### src/rtl/battery_gauge.sv
`timescale 1ns/1ps
`default_nettype none
// ============================================================================
// Module   : battery_gauge
// Brief    : Coulomb-counting battery gauge with debounced charger detect.
//            Optional low-battery alarm enabled by macro GAUGE_LOW_ALARM_EN.
// Revision : 1.0 - initial release
// ============================================================================
module battery_gauge #(
    parameter int DEBOUNCE_CYCLES = 16,
    parameter int UNITS_PER_PCT   = 100,
    parameter int INIT_LEVEL      = 0
) (
    input  logic        clk,
    input  logic        reset,
    input  logic        charger_raw,
    input  logic        sample_valid,
    output logic        sample_ready,
    input  logic        sample_dir,
    input  logic [11:0] sample_current,
    output logic        charger_plugged,
    output logic [7:0]  battery_level,
    output logic        level_valid,
    output logic        full,
    output logic        sat_err,
    output logic        low_battery
);

    localparam int                 c_INIT_INT   = (INIT_LEVEL > 100) ? 100 : INIT_LEVEL;
    localparam logic [7:0]         c_INIT_LEVEL = 8'(c_INIT_INT);
    localparam logic [7:0]         c_LEVEL_MAX  = 8'd100;
    localparam logic [7:0]         c_DB_LAST    = 8'(DEBOUNCE_CYCLES - 1);
    localparam logic [11:0]        c_CUR_MAX    = 12'(UNITS_PER_PCT - 1);
    localparam logic signed [13:0] c_UNITS      = 14'(UNITS_PER_PCT);

    typedef enum logic [1:0] {
        ST_IDLE  = 2'd0,
        ST_APPLY = 2'd1,
        ST_NORM  = 2'd2
    } state_t;

    state_t             r_state;
    state_t             w_next_state;
    logic               r_run;
    logic               r_sync1;
    logic               r_sync2;
    logic [7:0]         r_db_cnt;
    logic               r_plugged;
    logic [7:0]         r_level;
    logic signed [13:0] r_frac;
    logic [11:0]        r_cur;
    logic               r_dir;
    logic               r_discard;
    logic               r_level_valid;
    logic               r_sat;

    logic               w_accept;
    logic               w_clamp;
    logic               w_discard;
    logic [11:0]        w_cur;
    logic signed [13:0] w_cur_ext;
    logic signed [13:0] w_frac_norm;
    logic [7:0]         w_level_norm;

    assign sample_ready    = r_run && (r_state == ST_IDLE);
    assign w_accept        = sample_valid && sample_ready;
    assign w_clamp         = (sample_current > c_CUR_MAX);
    assign w_cur           = w_clamp ? c_CUR_MAX : sample_current;
    assign w_discard       = sample_dir && (!r_plugged || (r_level == c_LEVEL_MAX));
    assign w_cur_ext       = signed'({2'b00, r_cur});
    assign charger_plugged = r_plugged;
    assign battery_level   = r_level;
    assign level_valid     = r_level_valid;
    assign full            = (r_level == c_LEVEL_MAX);
    assign sat_err         = r_sat;

    // Charger presence: two-flop synchroniser followed by a restartable debounce count.
    always_ff @(posedge clk or negedge reset) begin
        if (!reset) begin
            r_sync1   <= 1'b0;
            r_sync2   <= 1'b0;
            r_db_cnt  <= '0;
            r_plugged <= 1'b0;
        end else begin
            r_sync1 <= charger_raw;
            r_sync2 <= r_sync1;
            if (r_sync2 != r_plugged) begin
                if (r_db_cnt == c_DB_LAST) begin
                    r_plugged <= ~r_plugged;
                    r_db_cnt  <= '0;
                end else begin
                    r_db_cnt <= r_db_cnt + 8'd1;
                end
            end else begin
                r_db_cnt <= '0;
            end
        end
    end

    always_ff @(posedge clk or negedge reset) begin
        if (!reset) begin
            r_state <= ST_IDLE;
            r_run   <= 1'b0;
        end else begin
            r_state <= w_next_state;
            r_run   <= 1'b1;
        end
    end

    always_comb begin
        w_next_state = r_state;
        case (r_state)
            ST_IDLE:  if (w_accept) w_next_state = ST_APPLY;
            ST_APPLY: w_next_state = ST_NORM;
            ST_NORM:  w_next_state = ST_IDLE;
            default:  w_next_state = ST_IDLE;
        endcase
    end

    // One carry/borrow step; an empty battery absorbs the borrow, a full one drops the fraction.
    always_comb begin
        w_frac_norm  = r_frac;
        w_level_norm = r_level;
        if (r_frac >= c_UNITS) begin
            w_frac_norm  = r_frac - c_UNITS;
            w_level_norm = r_level + 8'd1;
        end else if (r_frac < 14'sd0) begin
            if (r_level == 8'd0) begin
                w_frac_norm = '0;
            end else begin
                w_frac_norm  = r_frac + c_UNITS;
                w_level_norm = r_level - 8'd1;
            end
        end
        if (w_level_norm == c_LEVEL_MAX) w_frac_norm = '0;
    end

    always_ff @(posedge clk or negedge reset) begin
        if (!reset) begin
            r_level       <= c_INIT_LEVEL;
            r_frac        <= '0;
            r_cur         <= '0;
            r_dir         <= 1'b0;
            r_discard     <= 1'b0;
            r_level_valid <= 1'b0;
            r_sat         <= 1'b0;
        end else begin
            r_level_valid <= 1'b0;
            case (r_state)
                ST_IDLE: begin
                    if (w_accept) begin
                        r_cur     <= w_cur;
                        r_dir     <= sample_dir;
                        r_discard <= w_discard;
                        if (w_clamp && !w_discard) r_sat <= 1'b1;
                    end
                end
                ST_APPLY: begin
                    if (!r_discard) r_frac <= r_dir ? (r_frac + w_cur_ext) : (r_frac - w_cur_ext);
                end
                ST_NORM: begin
                    r_frac        <= w_frac_norm;
                    r_level       <= w_level_norm;
                    r_level_valid <= (w_level_norm != r_level);
                end
                default: ;
            endcase
        end
    end

`ifdef GAUGE_LOW_ALARM_EN
    logic r_low;

    // Hysteresis band 16..19 holds the previous alarm state.
    always_ff @(posedge clk or negedge reset) begin
        if (!reset) begin
            r_low <= 1'b0;
        end else if (r_level <= 8'd15) begin
            r_low <= 1'b1;
        end else if (r_level >= 8'd20) begin
            r_low <= 1'b0;
        end
    end

    assign low_battery = r_low;
`else
    assign low_battery = 1'b0;
`endif

endmodule
`default_nettype wire

### config.mk
export PLATFORM = sky130hd
export DESIGN_NAME = battery_gauge
export DESIGN_NICKNAME = d
export VERILOG_FILES = /design/src/rtl/battery_gauge.sv
export SDC_FILE = /design/constraint.sdc
export NUM_CORES = 1
export LEC_CHECK = 0
export CORE_MARGIN = 2
export CORE_UTILIZATION = 60
export CTS_BUF_LIST = sky130_fd_sc_hd__clkbuf_16
export DETAILED_ROUTE_END_ITERATION = 6
export GPL_ROUTABILITY_DRIVEN = 0
export PLACE_DENSITY = 0.81
export SYNTH_ARGS = -nofsm -noshare
export SYNTH_HDL_FRONTEND = slang
export SYNTH_SLANG_ARGS = --single-unit
export TNS_END_PERCENT = 5
### constraint.sdc
create_clock -name clk -period 3.6 [get_ports clk]
set_input_delay 0.9 -clock clk [delete_from_list [all_inputs] [get_ports clk]]
set_output_delay 0.9 -clock clk [all_outputs]
set_load 0.03 [all_outputs]
After elaboration in Yosys (flattened, before gate mapping)
Cells that the tools add are included.
{"block": "classes", "add_sub_neg": 7, "multipliers": 0, "div_mod_pow": 0, "magnitude_cmp": 3, "eq_ne": 10, "shifts": 0, "mux": 16, "bitwise": 1, "n_reduce_logical": 14}
{"op": "14-bit 2-to-1 mux", "count": 6}
{"op": "8-bit 2-to-1 mux", "count": 5}
{"op": "14-bit one-hot mux with 2 select lines", "count": 1}
{"op": "8-bit by 1-bit adder with 8-bit output, second input constant", "count": 2}
{"op": "8-bit by 7-bit == test with 1-bit output, second input constant", "count": 2}
{"op": "14-bit by 13-bit adder with 14-bit output", "count": 1}
{"op": "14-bit by 8-bit adder with 14-bit output, second input constant", "count": 1}
{"op": "14-bit by 8-bit >= comparator with 1-bit output, second input constant", "count": 1}
{"op": "14-bit by 1-bit < comparator with 1-bit output, second input constant", "count": 1}
{"op": "14-bit by 13-bit subtractor with 14-bit output", "count": 1}
{"op": "14-bit by 8-bit subtractor with 14-bit output, second input constant", "count": 1}
{"op": "12-bit by 7-bit > comparator with 1-bit output, second input constant", "count": 1}
{"op": "12-bit 2-to-1 mux", "count": 1}
{"op": "8-bit by 4-bit == test with 1-bit output, second input constant", "count": 1}
{"op": "8-bit zero test", "count": 1}
{"op": "8-bit != test", "count": 1}
{"op": "8-bit by 1-bit subtractor with 8-bit output, second input constant", "count": 1}
{"op": "3-bit AND reduction", "count": 2}
{"op": "1-bit logical AND", "count": 4}
{"op": "2-bit != test, second input constant", "count": 2}
{"op": "4-bit != test, second input constant", "count": 1}
{"op": "2-bit one-hot mux with 2 select lines", "count": 1}
{"op": "2-bit AND reduction", "count": 2}
{"op": "2-bit by 1-bit == test with 1-bit output, second input constant", "count": 1}
{"op": "9 further kinds", "count": 10}
{"block": "word_totals", "register_bits": 52, "latch_bits": 0, "mem_bits_rw": 0, "rom_bits": 0, "inputBits": 17, "out_inout_bits": 14, "elab_cells": 64, "memories": 0}

Logic depth before layout (Yosys ltp)
{"block": "logic_depth", "word_depth": 7, "mapped_depth": 13, "ltp_nobuf": 13}

Worst setup path before layout
Ideal clock, no wire load.
{"block": "synth_timing", "kind": "reg2reg", "from": "reg r_frac[10]", "to": "reg r_frac[10]", "setup_time_ns": 0.125, "arrival_time_ns": 2.999, "t_required_ns": 3.475, "setup_slack_ns": 0.475, "path_stages_with_launch": 11, "n_path_buf": 2, "period_less_slack_ns": 3.125, "path_cell_list": "dfrtp_1 or4_4 or3_1 buf_2 nor4_2 a221oi_1 nor4_2 nand4_2 a31oi_2 buf_6 mux2_4"}
{"block": "synth_between", "elab_chain_len": 6, "word_cells_on_any_way": 18, "classes_between": "add/sub: 4; order compare: 2; eq/ne: 2; mux: 9; reduce/logical: 1"}
{"item": "start, declared", "line_no": "50", "source": "logic signed [13:0] r_frac;"}
{"item": "start signal, assigned", "line_no": "159", "source": "if (!r_discard) r_frac <= r_dir ? (r_frac + w_cur_ext) : (r_frac - w_cur_ext);"}
{"item": "start signal, assigned", "line_no": "162", "source": "r_frac <= w_frac_norm;"}
{"item": "14-bit by 1-bit < comparator with 1-bit output / 14-bit by 8-bit adder with 14-bit output (equally long branches)", "line_no": "127, 131"}
{"item": "8-bit 2-to-1 mux / 14-bit 2-to-1 mux (equally long branches)", "line_no": "127, 128"}
{"item": "8-bit 2-to-1 mux / 14-bit 2-to-1 mux (equally long branches)", "line_no": "124, 127"}
{"item": "8-bit by 7-bit == test with 1-bit output / 14-bit 2-to-1 mux (equally long branches)", "line_no": "135, 124"}
{"item": "4-bit != test (no source line) / 14-bit 2-to-1 mux (equally long branches)"}
{"item": "3-bit AND reduction (no source line) / 14-bit one-hot mux with 2 select lines (equally long branches)"}
Parallel ways exist; a longest one is shown, timed or not. The select of a mux whose other input is x is not followed.
A chain may end at the register's enable or synchronous reset.

Worst setup path in the final report
{"block": "layout_timing", "from": "reg r_frac[10]", "to": "reg r_frac[2]"}
{"block": "layout_between", "elab_chain_len": 6, "word_cells_on_any_way": 10, "classes_between": "order compare: 2; eq/ne: 2; mux: 5; reduce/logical: 1"}
{"item": "14-bit by 1-bit < comparator with 1-bit output", "line_no": "127", "source": "end else if (r_frac < 14'sd0) begin"}
{"item": "8-bit 2-to-1 mux", "line_no": "127"}
{"item": "8-bit 2-to-1 mux", "line_no": "124", "source": "if (r_frac >= c_UNITS) begin"}
{"item": "8-bit by 7-bit == test with 1-bit output", "line_no": "135", "source": "if (w_level_norm == c_LEVEL_MAX) w_frac_norm = '0;"}
{"item": "4-bit != test (no source line) / 14-bit 2-to-1 mux (equally long branches)"}
{"item": "3-bit AND reduction (no source line) / 14-bit one-hot mux with 2 select lines (equally long branches)"}
Parallel ways exist; a longest one is shown, timed or not.

==> impl_metrics.py <==
metrics = {
    "outcome": {
        "status": "complete, no violations",
    },
    "clocking": {
        "clock_path_buffers": 2,
        "postCtsHoldBufs": 0,
        "tritoncts_num_sinks": 52,
        "clkSlewWorstSetupHoldPaths_ps": 80,
        "cts_tree": "done",
        "cts_made_buffers": 5,
        "clock_latency_ps": 300,
        "cts_htree_levels": 2,
        "root_buffer": "clkbuf_16",
    },
    "critical_path": {
        "required_ps": 3810,
        "critPathMaxStageDelay_ps": 550,
        "criticalPathCategory": "flip-flop to flip-flop",
        "startpoint_type": "flip-flop",
        "rr_startpoint": "r_frac[10]",
        "cp_max_fo": 9,
        "startpoint": "r_frac[10]",
        "reg2reg_to": "r_frac[2]",
        "cp.arrival_ps": 3630,
        "crit_slowest_cell": "or4_4",
        "critPathCaptureType": "flip-flop",
        "crit_chain": "or4_4 -> or3_1 -> o31ai_1 -> nand3_1 -> a311oi_1 -> nand4_2 -> a31oi_2 -> buf_4 -> mux2i_1",
        "reg2regPathDepth": 9,
        "reg2reg_slack_ps": 190,
        "crit_end": "r_frac[2]",
    },
    "synth": {
        "synth-edff-count": 0,
        "yosysSeqAreaShare_pct": 31.4,
        "syn-cell-area_um2": 4150,
        "async_flop_share_pct": 100,
        "synth_nets": 543,
        "synth_flop_cell": "dfrtp_1",
        "synthCells": 501,
        "ys_seq_elements": 52,
        "yosys.cell_types.count": 69,
        "yosys_warnings": 0,
        "syn_area_per_cell_um2": 8.28,
    },
    "global_routing": {
        "grt_overflow": 0,
        "grt_usage_pct": 28.1,
        "grt_max_degree": 38,
        "grt_pass1_vias": 3649,
        "antenna_found_initial": 0,
        "grt_pass1_wl_um": 17100,
    },
    "routing": {
        "num_vias": 3856,
        "viasPerCell": 6.37,
        "drc": 0,
        "antenna_left": 0,
        "drt_iter0_drc": 333,
        "wl_um": 10000,
        "wire_per_inst_um": 16.6,
        "first_pass_iters": 6,
    },
    "floorplanning": {
        "start_util_pct": 61.4,
        "die_x_um": 87.2,
        "core_um2": 6760,
        "rows": 30,
        "die_y_um": 87.2,
        "dieArea_um2": 7600,
        "num_io_pins": 31,
    },
    "timing": {
        "fin_crit_ps": 3410,
        "fmax_ghz": 0.293,
        "fin_crit_sh_pct": 94.8,
        "grt_setup_unrepaired": "yes",
        "finalSetupTns_ps": 0,
        "fin_skew_ps": 9.08,
        "worstMarginPinSlew_ps": 802,
        "maxSlewViolCount": 0,
        "relSlewSlack_pct": 46.6,
        "final-hold-violation-count": 0,
        "setup_viol": 0,
    },
    "worst_hold_path": {
        "worst_hold_path.num_cells": 0,
        "min_from": "r_sync1",
        "hold_class": "flip-flop to flip-flop",
    },
    "layout": {
        "final_cells": 605,
        "fin_area_um2": 4680,
        "drive_gt1_share_pct": 7.81,
        "n_antenna_cell": 0,
        "layout_common_cells": "52 x dfrtp_1, 50 x nor2_1, 46 x nand2_1",
        "area_growth_pct": 12.9,
        "final_common_cell": "dfrtp_1",
        "final_util_pct": 69.3,
        "final_nets": 566,
    },
    "flow_run": {
        "drv_cap": 0,
    },
    "power_and_ir_drop": {
        "p_leak_nw": 2.01,
        "vdd_drop_max_mv": 0.357,
        "power_density_nw_per_um2": 958,
        "finalPower_w": 0.00448,
    },
    "place": {
        "dp_hpwl_um": 7600,
        "dp.cells": 597,
        "io_buffers": 29,
        "placedInstanceArea_um2": 4520,
    },
}
## synth_stat cells (all sizes together) (3+ instances only)
cell / n / area (µm²)
xor2: 15 / 131
dfrtp: 52 / 1300
nand3b: 3 / 22.5
and2: 5 / 31.3
a21oi: 23 / 115
o211ai: 4 / 30.0
mux2: 5 / 60.1
nand2: 46 / 173
and3: 6 / 37.5
o2111ai: 3 / 26.3
clkbuf: 22 / 82.6
nand3: 16 / 80.1
a31oi: 21 / 144
a311oi: 4 / 35.0
o22ai: 4 / 25.0
or4: 5 / 45.0
o31ai: 5 / 37.5
nand4: 4 / 31.3
a211oi: 4 / 30.0
ha: 24 / 300
o221ai: 3 / 26.3
nor2: 50 / 188
mux2i: 9 / 90.1
o21ai: 23 / 115
or2: 3 / 18.8
nor4: 8 / 68.8
xnor2: 13 / 114
a21o: 6 / 45.0
nand2b: 6 / 37.5
buf: 5 / 33.8
nor2b: 8 / 50.1
nor3: 20 / 100
or3: 9 / 56.3
inv: 25 / 93.8
## through the flow
stage               setup slack [ps]  hold WS, ps
CTS                             74.7          364
floorplan                        475          331
global route                   -49.8          374
finish                           188          356
detailed placement               263          346
global placement                 362          341
## state kept, by name, indices dropped and copies added, names as in the netlist
register and flops:
r_sync1 1, r_discard 1, r_sync2 1, battery_level 8
charger_plugged 1, r_state 2, r_cur 12, r_frac 14
r_run 1, level_valid 1, r_db_cnt 8, sat_err 1
r_dir 1
## layout make-up
| cell class | count | area, µm² |
|---|---|---|
| multi-input combinational | 397 | 2640 |
| fill | 566 | 2070 |
| sequential | 52 | 1300 |
| clock inverter | 3 | 28.8 |
| timing repair buffer | 43 | 390 |
| inverter | 25 | 93.8 |
| tap | 80 | 100 |
| clock buffer | 5 | 125 |
## worst max-delay path, delay by kind of cell (launching register included)
| kind | cells | cell delay [ps] |
|---|---|---|
| buffers and inverters | 1 | 230 |
| AOI/OAI and AO/OA | 3 | 1130 |
| and+or+nand+nor | 4 | 1290 |
| muxes | 1 | 210 |
| DFF | 1 | 470 |
## timing repair
item / CTS / global route
endpoints found under the setup margin: 0 / 9
setup buffers: 0 / 0
gates resized for setup: 0 / 1
## logic make-up after synthesis
| group | after synthesis | synth area share, % |
|---|---|---|
| and+or+nand+nor | 200 | 25.0 |
| AOI/OAI and AO/OA | 128 | 21.2 |
| DFF | 52 | 31.4 |
| buffers and inverters | 52 | 5.07 |
| xor gates and xnor gates | 28 | 5.91 |
| adders and majority gates | 25 | 7.72 |
| muxes | 14 | 3.62 |
| other | 2 | 0.181 |
## per-layer routing
metal  track usage (%)  part of all wire, %  wire length, µm
met5                 0                    0                0
met1              38.9                   44             4430
met2              45.8                   47             4730
met3              3.32                  6.2              619
met4              9.79                  2.3              233
## how the worst min path moves through the flow
stage | to | slack, ps
final | r_sync2 | 360
after global routing | r_sync2 | 370
after CTS | r_sync2 | 360
after detailed placement | r_sync2 | 350
after global placement | r_sync2 | 340
after floorplan | r_sync2 | 330
## power breakdown
part	total [W]	switching (W)	leakage [nW]	internal, W
Clock	0.000501	0.000233	0.0767	0.000268
Sequential	0.00100	0.000251	0.630	0.000749
Combinational	0.00298	0.00170	1.31	0.00128
Power figures use the tool's default switching activity.
